## src/rtl/sfifo_buf.sv

```systemverilog
// Synchronous FIFO with dual-port storage, registered output and optional
// first-word-fall-through; tracks fill level, thresholds and sticky error flags.
module sfifo_buf #(
    parameter int BW       = 32,
    parameter int LGFLEN   = 4,
    parameter int OPT_FWFT = 0,
    parameter int AF_LEVEL = (1 << LGFLEN) - 1,
    parameter int AE_LEVEL = 1
) (
    input  logic              i_clk,
    input  logic              i_reset_n,
    input  logic              i_flush,
    input  logic              i_wr,
    input  logic [BW-1:0]     i_data,
    output logic              o_full,
    input  logic              i_rd,
    output logic [BW-1:0]     o_data,
    output logic              o_empty,
    output logic [LGFLEN:0]   o_fill,
    output logic              o_almost_full,
    output logic              o_almost_empty,
    output logic              o_overflow,
    output logic              o_underflow
);

    localparam int              D     = 1 << LGFLEN;
    localparam logic [LGFLEN:0] DEPTH = D[LGFLEN:0];
    localparam logic [LGFLEN:0] AF_TH = AF_LEVEL[LGFLEN:0];
    localparam logic [LGFLEN:0] AE_TH = AE_LEVEL[LGFLEN:0];

    logic [BW-1:0]     mem [0:D-1];
    logic [LGFLEN-1:0] wr_ptr;
    logic [LGFLEN-1:0] rd_ptr;
    logic [LGFLEN:0]   fill;
    logic [BW-1:0]     data_q;
    logic              overflow;
    logic              underflow;
    logic              full;
    logic              empty;
    logic              rd_ok;
    logic              wr_ok;
    logic              mem_wr;
    logic              mem_rd;

    // Flush masks both requests so the flush cycle never touches state or flags.
    assign full  = (fill == DEPTH);
    assign rd_ok = i_rd && !empty && !i_flush;
    assign wr_ok = i_wr && (!full || rd_ok) && !i_flush;

    always_ff @(posedge i_clk or negedge i_reset_n) begin
        if (!i_reset_n) begin
            fill <= '0;
        end else if (i_flush) begin
            fill <= '0;
        end else begin
            case ({wr_ok, rd_ok})
                2'b10:   fill <= fill + (LGFLEN+1)'(1);
                2'b01:   fill <= fill - (LGFLEN+1)'(1);
                default: fill <= fill;
            endcase
        end
    end

    always_ff @(posedge i_clk or negedge i_reset_n) begin
        if (!i_reset_n) begin
            overflow  <= 1'b0;
            underflow <= 1'b0;
        end else if (i_flush) begin
            overflow  <= 1'b0;
            underflow <= 1'b0;
        end else begin
            if (i_wr && !wr_ok)
                overflow <= 1'b1;
            if (i_rd && empty)
                underflow <= 1'b1;
        end
    end

    always_ff @(posedge i_clk or negedge i_reset_n) begin
        if (!i_reset_n) begin
            wr_ptr <= '0;
            rd_ptr <= '0;
        end else if (i_flush) begin
            wr_ptr <= '0;
            rd_ptr <= '0;
        end else begin
            if (mem_wr)
                wr_ptr <= wr_ptr + LGFLEN'(1);
            if (mem_rd)
                rd_ptr <= rd_ptr + LGFLEN'(1);
        end
    end

    // Storage carries no reset; contents are qualified by the pointers.
    always_ff @(posedge i_clk) begin
        if (mem_wr)
            mem[wr_ptr] <= i_data;
    end

    generate
        if (OPT_FWFT != 0) begin : g_fwft
            logic out_valid;
            logic mem_empty;
            logic load;
            logic bypass;

            // The output register holds the head; fill counts it, so the
            // memory holds fill - out_valid entries.
            assign mem_empty = (fill == {{LGFLEN{1'b0}}, out_valid});
            assign load      = !out_valid || rd_ok;
            assign bypass    = load && mem_empty && wr_ok;
            assign mem_rd    = load && !mem_empty && !i_flush;
            assign mem_wr    = wr_ok && !bypass;
            assign empty     = !out_valid;

            always_ff @(posedge i_clk or negedge i_reset_n) begin
                if (!i_reset_n) begin
                    out_valid <= 1'b0;
                    data_q    <= '0;
                end else if (i_flush) begin
                    out_valid <= 1'b0;
                end else if (mem_rd) begin
                    out_valid <= 1'b1;
                    data_q    <= mem[rd_ptr];
                end else if (bypass) begin
                    out_valid <= 1'b1;
                    data_q    <= i_data;
                end else if (rd_ok) begin
                    out_valid <= 1'b0;
                end
            end
        end else begin : g_std
            assign mem_rd = rd_ok;
            assign mem_wr = wr_ok;
            assign empty  = (fill == '0);

            always_ff @(posedge i_clk or negedge i_reset_n) begin
                if (!i_reset_n)
                    data_q <= '0;
                else if (rd_ok)
                    data_q <= mem[rd_ptr];
            end
        end
    endgenerate

    assign o_full         = full;
    assign o_empty        = empty;
    assign o_fill         = fill;
    assign o_data         = data_q;
    assign o_almost_full  = (fill >= AF_TH);
    assign o_almost_empty = (fill <= AE_TH);
    assign o_overflow     = overflow;
    assign o_underflow    = underflow;

endmodule

```

## config.mk

```make
export PLATFORM = sky130hd
export DESIGN_NAME = sfifo_buf
export DESIGN_NICKNAME = d
export VERILOG_FILES = /design/src/rtl/sfifo_buf.sv
export SDC_FILE = /design/constraint.sdc
export NUM_CORES = 1
export LEC_CHECK = 0
export CORE_MARGIN = 4
export CORE_UTILIZATION = 45
export CTS_CLUSTER_DIAMETER = 200
export DETAILED_ROUTE_END_ITERATION = 10
export SLEW_MARGIN = 20
export SYNTH_ARGS = -nofsm -noshare
export SYNTH_HDL_FRONTEND = slang
export SYNTH_SLANG_ARGS = --single-unit
```

## constraint.sdc

```tcl
create_clock -name i_clk -period 4.79 [get_ports i_clk]
set_input_delay 1.1975 -clock i_clk [delete_from_list [all_inputs] [get_ports i_clk]]
set_output_delay 1.1975 -clock i_clk [all_outputs]
set_load 0.03 [all_outputs]
```

---- Word-level counts from Yosys, hierarchy flattened ----
Memory sizes are Yosys's and may differ from the RTL's. A register that Yosys moved wholly into a read port is not among the register bits.
Cells that the tools add are included.
cells by class
  add/subtract/negate cells ............... 4
  order comparisons ....................... 2
  equal/unequal tests ..................... 3
  muxes and demuxes ....................... 12
  reduce and logical (&&, ||, !) cells .... 18
operators by type and width
  operator             count
  $mux 4               4
  $pmux 5 s2           1
  $add 4x1->4 const B  2
  $reduce_bool 2->1    4
  $logic_and 1x1->1    6
  $mux 1               6
  $add 5x1->5 const B  1
  $eq 5x5->1 const B   1
  $ge 5x4->1 const B   1
  $le 5x1->1 const B   1
  $logic_not 1->1      5
  $logic_not 5->1      1
  $mux 5               1
  $sub 5x1->5 const B  1
  $reduce_bool 3->1    1
  $eq 2x1->1 const B   1
  $eq 2x2->1 const B   1
  $logic_or 1x1->1     1
word-level totals
  bits in registers ....................... 15
  RAM bits ................................ 512
  bits of input ports ..................... 37
  output and inout port bits .............. 43
  memories ................................ 1
memory list
  memory  depth  bits a word  read ports  clocked after memory_dff  write ports  line  text
  mem     16     32           1           1                         1            31    logic [BW-1:0] mem [0:D-1];

---- Longest topological paths before layout ----
Gate-level depths: netlist of the first run.
  word-level depth ........................ 11
  mapped depth ............................ 9
  mapped depth without buffers ............ 7

---- Worst setup path after synthesis of the first run ----
Ideal clock, no wire load.
  path kind ............................... in2reg
  start point ............................. in i_rd
  end point ............................... mem mem[0][0] (enable)
  setup time .............................. 0.421 ns
  arrival ................................. 3.531 ns
  required time ........................... 4.369 ns
  slack ................................... 0.838 ns
  stages on the path ...................... 5
  cells stage by stage .................... clkbuf_1 nand2b_1 a21oi_2 nand2_1 nor2_1
between the ends
  cells in the longest elaborated chain, start to end .. 7
RTL lines
  element                          line  text
  start, declared                  16    input logic i_rd,
  $logic_and 1x1->1 (2 in series)  47    assign rd_ok = i_rd && !empty && !i_flush;
  $logic_or 1x1->1                 48    assign wr_ok = i_wr && (!full || rd_ok) && !i_flush;
  $logic_and 1x1->1 (2 in series)  48
  $mux 1                           96    if (mem_wr)
  $mux 1 (not written as such)     97    mem[wr_ptr] <= i_data;
  end, declared                    31
Every way passes these cells.

---- Worst setup path after layout of the first run ----
  start point ............................. reg fill[1], in the netlist o_fill[1]
  end point ............................... out o_empty
between the ends
  cells in the longest elaborated chain, start to end .. 1
RTL lines
  element                 line  text
  start, declared         34    logic [LGFLEN:0] fill;
  start signal, assigned  57    2'b10: fill <= fill + (LGFLEN+1)'(1);
  start signal, assigned  58    2'b01: fill <= fill - (LGFLEN+1)'(1);
  start signal, assigned  59    default: fill <= fill;
  $logic_not 5->1         135   assign empty = (fill == '0);
  end, declared           18    output logic o_empty,
Every way passes these cells.

==> results.yml, run 1 <==
status:
  status: "finished, final reports clean"
min_path:
  worst_hold_path.num_cells: 2
  hold_path_class: "flip-flop to flip-flop"
sta:
  skew_ns: 0.0104
  rsz0062_at_grt: "false"
  slew_headroom_pct: 29.9
  finalHoldViolCount: 0
  maxSlewViolCount: 0
  finalSetupViolations: 0
  layout_min_cycle_time_ns: 3.93
  setup-tns-final_ns: 0
  timing.final.crit_share_pct: 82.0
  worstMarginPinSlew_ns: 1.05
  max_freq_mhz: 255
  timing.hold.ws_ns: 0.478
critical_path:
  crit_fanout: 9
  r2r_cells: 7
  critPathKind: "flip-flop to output port"
  cp-start-kind: "flip-flop"
  crit_arrival_ns: 2.73
  reg2reg_slack_ns: 1.81
  critical_path_required_ns: 3.59
  endpoint_kind: "output port"
cells_and_area:
  num_antenna_cells: 0
  drive_gt1_share_pct: 17.2
  final_cells: 1884
  fin_nets: 1279
  syn_to_final_growth_pct: 17.1
logic_synthesis:
  synth-seq-cells: 559
  synth.distinct_cells: 46
  ys.flop_type: "edfxtp_1"
  async_reset_ff_share_pct: 8.41
  synthTopCellsByCount: "edfxtp_1, mux2i_1, a22oi_1"
  syn_nets: 1176
  yosysTopAreaCellShare_pct: 71.5
  yosysMostFrequentCell: "edfxtp_1"
  avgSynthCellArea_um2: 19.0
  synth_seq_area_share_pct: 77.0
  syn_inst: 1129
  synth_area_leaders: "edfxtp_1, mux4_2, mux2i_1, dfrtp_1, a22oi_1"
  syn_area_um2: 21500
  synth_edf_count: 512
  yosys_warnings: 0
  synth.largest_area_cell: "edfxtp_1"
global_routing:
  grt_pass1_wl_um: 70800
  grt.total_usage_pct: 18.6
  antenna_found_initial: 1
  grt_pass1_vias: 10900
  grt_overflow_total: 0
  grt_max_degree: 105
floorplan:
  io_pins: 80
  dieHeight_um: 227
  die_w_um: 227
  coreArea_um2: 46900
  start_util_pct: 45.9
  dieArea_um2: 51300
  rows: 79
clocking:
  cts_setup_buffers: 0
  cts_buffers: 55
  clock-root-buffer: "clkbuf_16"
  cts_buffer_depth: 3
  cts.htree.levels: 2
  post_cts_resized: 0
  clock-sinks: 559
  cts_tree: "yes"
  ctsHoldBuffers: 0
  clkTransAtPathRegs_ns: 0.06
  insertion_delay_ns: 0.59
placed_design:
  gp_routability_congestion: 0.784
  dp.cells: 1781
  place_hpwl_um: 27800
  io_buffer_count: 79
detailed_routing:
  firstDrtPassIters: 5
  dr_total_vias: 10900
  finalWirelength_um: 47400
  drt_iter0_drc: 1139
  viasPerCell: 5.76
  ant_nets: 0
  wl_per_cell_um: 25.2
  drc: 0
job:
  max_cap_violations: 0
power_and_ir_drop:
  ir_worst_vdd_uv: 351
  power.density_nw_per_um2: 495
  power_leakage_nw: 7.94
## stage by stage
step	setup WS [ns]	util, %	instance area, um^2	total power, mW
6_report	0.864	53.7	25200	12.5
5_1_grt	0.721	53.7	25200	13.0
4_1_cts	0.801	53.7	25100	12.6
3_5_place_dp	0.794	49.7	23300	8.17
3_3_place_gp	0.838	49.7	23300	8.15
2_1_floorplan	0.838	-	21500	7.31
## critical path, cell delays in order (launching register included)
cell and delay [ns]:
dfrtp_1 0.45, inv_1 0.14, ha_1 0.21, or4b_4 0.56, clkinv_8 0.11, clkdlybuf4s50_1 0.67
## metal layers
metal,up-vias,track usage (%),share of wire [%]
li1,4775,-,-
met1,5726,28.8,47
met2,288,28.0,46
met3,63,3.30,5.3
met4,0,4.12,1.6
met5,-,0,0
## placed cells by master (no fill, tap or decap), types with 3 or more instances in the layout
master           instances
buf_12                   8
nor3_2                   3
bufinv_16                8
nand3_1                 67
buf_4                   22
clkbuf_16               57
xor2_1                   3
dfrtp_1                 45
inv_1                    8
ha_1                    10
edfxtp_1               512
clkdlybuf4s50_1         78
clkbuf_8                 3
a21oi_1                  6
xnor2_1                  3
nand2_1                 42
nor2_4                  17
clkinv_1                 4
nor3_1                   6
nor2_1                  14
clkbuf_1                10
mux4_2                  64
clkinv_2                15
a22oi_1                 95
clkinvlp_4               3
mux2i_1                130
## flip-flops by register name, indices dropped and copies added, names as in the netlist
signal / count
mem: 512
o_data: 32
o_fill: 5
o_overflow: 1
o_underflow: 1
rd_ptr: 4
wr_ptr: 4
## layout make-up
class / count / area (um^2)
fillers: 3695 / 21700
inverters: 9 / 46.3
multi-input cells: 497 / 4790
clock buffers: 70 / 1510
flip-flops and latches: 559 / 16600
well taps: 607 / 759
clock inverters: 32 / 370
repair buffers: 110 / 1140
## power by group
group,leakage (nW),total (mW),switching [mW],internal (mW)
Combinational,1.81,2.31,1.32,0.980
Clock,0.923,4.42,1.77,2.65
Sequential,5.21,5.72,0.191,5.53
Total,7.94,12.5,3.29,9.16
## worst paths after layout
| check | endpoint | startpoint |
|---|---|---|
| max | o_empty | o_fill[1] |
| min | o_data[1] | o_data[1] |
| max reg2reg | mem[2][10] | o_fill[0] |
| min reg2reg | o_data[1] | o_data[1] |
| max in group asynchronous | o_data[12] | i_reset_n |
| min in group asynchronous | o_fill[4] | i_reset_n |
## cell families after synthesis
logic type / share of synthesized area [%]
AO/OA/AOI/OAI: 4.09
flip-flops: 77.0
adder cells (fa/ha/maj): 0.582
AND/OR/NAND/NOR: 3.80
buffers and inverters: 1.50
multiplexers: 12.8
XOR/XNOR: 0.244
Note: power is estimated with default switching activity, not from simulation.
==> run 2: changes to the inputs <==
==> constraint.sdc (replaced) <==
create_clock -name i_clk -period 4 [get_ports i_clk]
set_input_delay 1 -clock i_clk [delete_from_list [all_inputs] [get_ports i_clk]]
set_output_delay 1 -clock i_clk [all_outputs]
set_load 0.03 [all_outputs]
==> results.yml, run 2 (synthesis results as in run 1) <==
status:
  status: "finished, final reports clean"
clocking:
  clock-root-buffer: "clkbuf_16"
  clkTransAtPathRegs_ns: 0.06
  cts_buffers: 56
  cts_setup_buffers: 0
  insertion_delay_ns: 0.60
  cts.htree.levels: 2
  cts_buffer_depth: 3
  cts_tree: "yes"
  ctsHoldBuffers: 0
  clock-sinks: 559
  post_cts_resized: 0
sta:
  skew_ns: 0.0149
  setup-tns-final_ns: 0
  finalHoldViolCount: 0
  timing.final.crit_share_pct: 95.1
  timing.hold.ws_ns: 0.478
  finalSetupViolations: 0
  worstMarginPinSlew_ns: 0.963
  slew_headroom_pct: 35.7
  layout_min_cycle_time_ns: 3.80
  rsz0062_at_grt: "false"
  worst_slack_ns: 0.197
  max_freq_mhz: 263
  maxSlewViolCount: 0
floorplan:
  rows: 79
  dieArea_um2: 51300
  io_pins: 80
  die_w_um: 227
  dieHeight_um: 227
  start_util_pct: 45.9
  coreArea_um2: 46900
detailed_routing:
  wl_per_cell_um: 25.0
  drc: 0
  ant_nets: 0
  firstDrtPassIters: 5
  viasPerCell: 5.72
  drt_iter0_drc: 1002
  finalWirelength_um: 47500
  dr_total_vias: 10800
critical_path:
  crit_path_max_incr_delay_ns: 0.67
  endpoint_kind: "output port"
  cp-start-kind: "flip-flop"
  path_cells: "inv_1 > ha_1 > or4b_4 > clkinv_8 > clkdlybuf4s50_1"
  path_buf_inv: 3
  crit_family: "buffers and inverters"
  cp_slowest_cell: "clkdlybuf4s50_1"
  crit_arrival_ns: 2.80
  crit_fanout: 9
  critPathKind: "flip-flop to output port"
  critical_path_required_ns: 3.00
cells_and_area:
  syn_to_final_growth_pct: 17.2
  top_register: "mem"
  num_antenna_cells: 0
  final_common_cell: "edfxtp_1"
  final_cell_mix: "edfxtp_1, mux2i_1, a22oi_1, clkdlybuf4s50_1, nand3_1"
  fin_nets: 1289
  design_area_um2: 25200
  largest_reg_flops: 512
  drive_gt1_share_pct: 16.9
power_and_ir_drop:
  pwr-share-seq_pct: 46.8
  ir_worst_vdd_uv: 299
  netSwitchingPower_mw: 3.95
  p_sw_share_pct: 26.7
  power_leakage_nw: 7.96
  p_clk_share_pct: 34.8
  p_comb_share_pct: 18.4
  power.density_nw_per_um2: 587
  intPower_mw: 10.8
global_routing:
  grt.total_usage_pct: 18.7
  grt_pass1_vias: 10900
  grt_pass1_wl_um: 71100
  grt_max_degree: 52
  grt_overflow_total: 0
  antenna_found_initial: 1
placed_design:
  detailedPlace.worstSlack_ns: 0.416
  place_hpwl_um: 29000
  gp_routability_congestion: 0.812
  io_buffer_count: 79
  place_area_um2: 23400
job:
  max_cap_violations: 0
min_path:
  hold_path_class: "flip-flop to flip-flop"
-- run 2: changes by cell type in the layout (fill, tap and decap cells not counted), sizes merged --
| cell | change |
|---|---|
| clkbuf | +10 |
| buf | +9 |
| bufinv | -3 |
| clkinvlp | -3 |
| clkinv | -1 |
| inv | +1 |
-- run 2: routing by layer --
metal / track usage (%) / wire length, um / vias up / share of wire, %
met5: 0 / 0 / - / 0
met3: 3.79 / 2870 / 54 / 6.0
met1: 28.2 / 21700 / 5711 / 46
met4: 4.07 / 707 / 0 / 1.5
li1: - / - / 4800 / -
met2: 28.8 / 22200 / 281 / 47
-- run 2: stage by stage --
stage | util (%) | std cells | power, mW
6_report | 53.8 | 1897 | 14.8
5_1_grt | 53.8 | 1897 | 15.4
4_1_cts | 53.8 | 1897 | 15.0
3_5_place_dp | 49.9 | 1791 | 9.81
3_3_place_gp | 49.9 | 1791 | 9.80
2_1_floorplan | - | 1129 | 8.75
-- run 2: layout make-up --
class	instances	area [um^2]
fillers	3680	21600
flip-flops and latches	559	16600
multi-input cells	497	4790
clock buffers	80	1560
repair buffers	119	1240
well taps	607	759
clock inverters	26	253
inverters	9	46.3
-- run 2: final timing paths --
check                           start  depth (start not counted)          to  slack (ns)
setup reg to reg            o_fill[1]                          7   mem[2][3]        1.22
max in group asynchronous   i_reset_n                          2  o_data[12]        2.65
min in group asynchronous   i_reset_n                          1   o_fill[3]        0.50
setup / recovery            o_fill[1]                          5     o_empty        0.20
hold / removal             o_data[20]                          2  o_data[20]        0.48
hold reg to reg            o_data[20]                          2  o_data[20]        0.48
-- run 2: worst reg2reg max path: stages (launching register included) --
cell and delay, ns:
dfrtp_1 0.48, inv_1 0.14, ha_1 0.24, and4bb_2 0.32, a21oi_2 0.26, nand2_1 0.34, nor2_4 0.19, buf_4 0.43
-- run 2: power by group through the flow --
stage | logic [mW] | registers, mW | clock network, mW
floorplan | 1.56 | 7.19 | 0
global placement | 2.75 | 7.05 | 0
detailed placement | 2.76 | 7.05 | 0
CTS | 2.77 | 6.94 | 5.27
global route | 2.94 | 6.97 | 5.52
finish | 2.72 | 6.92 | 5.15
==> run 3: changes to the inputs <==
--- a/config.mk
+++ b/config.mk
@@ -5,10 +5,10 @@
 export SDC_FILE = /design/constraint.sdc
 export NUM_CORES = 1
 export LEC_CHECK = 0
-export CORE_MARGIN = 4
 export CORE_UTILIZATION = 45
 export CTS_CLUSTER_DIAMETER = 200
 export DETAILED_ROUTE_END_ITERATION = 10
+export GPL_TIMING_DRIVEN = 0
 export SLEW_MARGIN = 20
 export SYNTH_ARGS = -nofsm -noshare
 export SYNTH_HDL_FRONTEND = slang
==> results.yml, run 3 (synthesis results as in run 1) <==
detailed_routing:
  wl_per_cell_um: 25.6
  drc: 6
  dr_total_vias: 11000
  finalWirelength_um: 49800
  drt_iter0_drc: 1015
  ant_nets: 0
  viasPerCell: 5.68
  firstDrtPassIters: 8
placed_design:
  place_hpwl_um: 31900
  detailedPlace.worstSlack_ns: 0.135
  place_area_um2: 23700
  io_buffer_count: 78
  gp_routability_congestion: 0.758
clocking:
  clock-sinks: 559
  cts_setup_buffers: 0
  cts_buffer_depth: 3
  cts_tree: "yes"
  clkTransAtPathRegs_ns: 0.07
  cts_buffers: 56
  post_cts_resized: 0
  cts.htree.levels: 2
  ctsHoldBuffers: 0
  clock-root-buffer: "clkbuf_16"
  insertion_delay_ns: 0.61
cells_and_area:
  fillerInstances: 3706
  final_common_cell: "edfxtp_1"
  design_area_um2: 25400
  syn_to_final_growth_pct: 18.3
  drive_gt1_share_pct: 16.2
  multi_input_area_um2: 4750
  fin_util_pct: 54.3
  largest_reg_flops: 512
  seq_area_um2: 16600
  final_cell_mix: "edfxtp_1, mux2i_1, a22oi_1, clkdlybuf4s50_1, nand3_1"
  fin_nets: 1333
  top_register: "mem"
global_routing:
  grt_max_degree: 26
  grt_pass1_wl_um: 74500
  grt_overflow_total: 0
  grt_pass1_vias: 11500
  grt.total_usage_pct: 21.3
  antenna_found_initial: 1
power_and_ir_drop:
  p_comb_share_pct: 20.1
  ir_worst_vdd_uv: 317
  netSwitchingPower_mw: 4.09
  pwr-share-seq_pct: 45.7
  p_sw_share_pct: 27.6
  power.density_nw_per_um2: 583
  power_mw: 14.8
  power_leakage_nw: 8.07
  p_clk_share_pct: 34.2
  intPower_mw: 10.7
critical_path:
  critical_path_required_ns: 3.00
  critPathKind: "flip-flop to output port"
  endpoint_kind: "output port"
  crit_arrival_ns: 2.77
  crit_family: "buffers and inverters"
  path_buf_inv: 4
  cp_slowest_cell: "clkdlybuf4s50_1"
  cp-start-kind: "flip-flop"
  crit_path_max_incr_delay_ns: 0.66
  crit_fanout: 9
  path_cells: "inv_1 > ha_1 > or4b_4 > buf_6 > clkinv_8 > clkdlybuf4s50_1"
sta:
  finalSetupViolations: 0
  finalHoldViolCount: 0
  layout_min_cycle_time_ns: 3.77
  skew_ns: 0.0164
  rsz0062_at_grt: "false"
  slew_headroom_pct: 30.4
  max_freq_mhz: 265
  timing.hold.ws_ns: 0.312
  timing.final.crit_share_pct: 94.2
  worstMarginPinSlew_ns: 1.04
  worst_slack_ns: 0.231
  maxSlewViolCount: 0
floorplan:
  dieHeight_um: 221
  start_util_pct: 45.9
  rows: 79
  die_w_um: 221
  dieArea_um2: 48700
  coreArea_um2: 46900
  io_pins: 80
job:
  max_cap_violations: 0
status:
  violations: "design-rule violations"
  status: "complete, but fails checks"
min_path:
  hold_path_class: "input pin to async pin"
[run 3: cell count changes in the layout (fill, tap and decap cells not counted), sizes merged]
cell and change:
buf +4, bufinv -1, clkbuf +33, clkdlybuf4s50 -1, clkinv +6, clkinvlp +1
diode +1, inv +1
[run 3: metrics by stage]
stage,cells,setup TNS [ns]
6_report,1941,0
5_1_grt,1941,0
4_1_cts,1940,0
3_5_place_dp,1835,0
3_3_place_gp,1814,-906.23
2_1_floorplan,1129,0
[run 3: worst register-to-register path: stages (launching register included)]
cell	delay (ns)
dfrtp_1	0.49
inv_1	0.12
ha_1	0.24
and4bb_2	0.29
a21oi_2	0.42
nand2_1	0.37
nor2_4	0.70
buf_16	0.25
[run 3: worst paths after layout]
check	startpoint	endpoint	slack, ns	depth (start not counted)
max	o_fill[0]	o_empty	0.23	6
min	i_reset_n	o_fill[4]	0.31	1
max reg2reg	o_fill[0]	mem[2][17]	0.79	7
min reg2reg	o_data[2]	o_data[2]	0.47	2
max in group asynchronous	i_reset_n	o_data[10]	3.16	2
min in group i_clk	o_data[2]	o_data[2]	0.47	2
[run 3: layout make-up]
class                      instances  share of cell area (%)
antenna                            1                 0.00983
tap                              607                    2.98
buffer                            64                    1.10
sequential                       559                    65.0
timing repair buffer              99                    5.07
clock inverter                    33                    1.04
inverter                           9                   0.182
clock buffer                      72                    5.91
multi-input combinational        497                    18.7
[run 3: power by group through the flow]
stage               combinational [mW]  clock [mW]  sequential (mW)
floorplan                         1.56           0             7.19
global placement                  2.95           0             6.90
detailed placement                3.01           0             6.90
CTS                               3.02        5.15             6.78
global route                      3.21        5.38             6.80
finish                            2.98        5.07             6.78
[run 3: metal layers]
metal | GRT usage [%] | vias up | part of all wire, %
met5 | 0 | - | 0
met4 | 6.00 | 0 | 2.1
met3 | 3.29 | 72 | 5.1
met2 | 35.0 | 316 | 49
met1 | 29.6 | 5746 | 44
li1 | - | 4885 | -
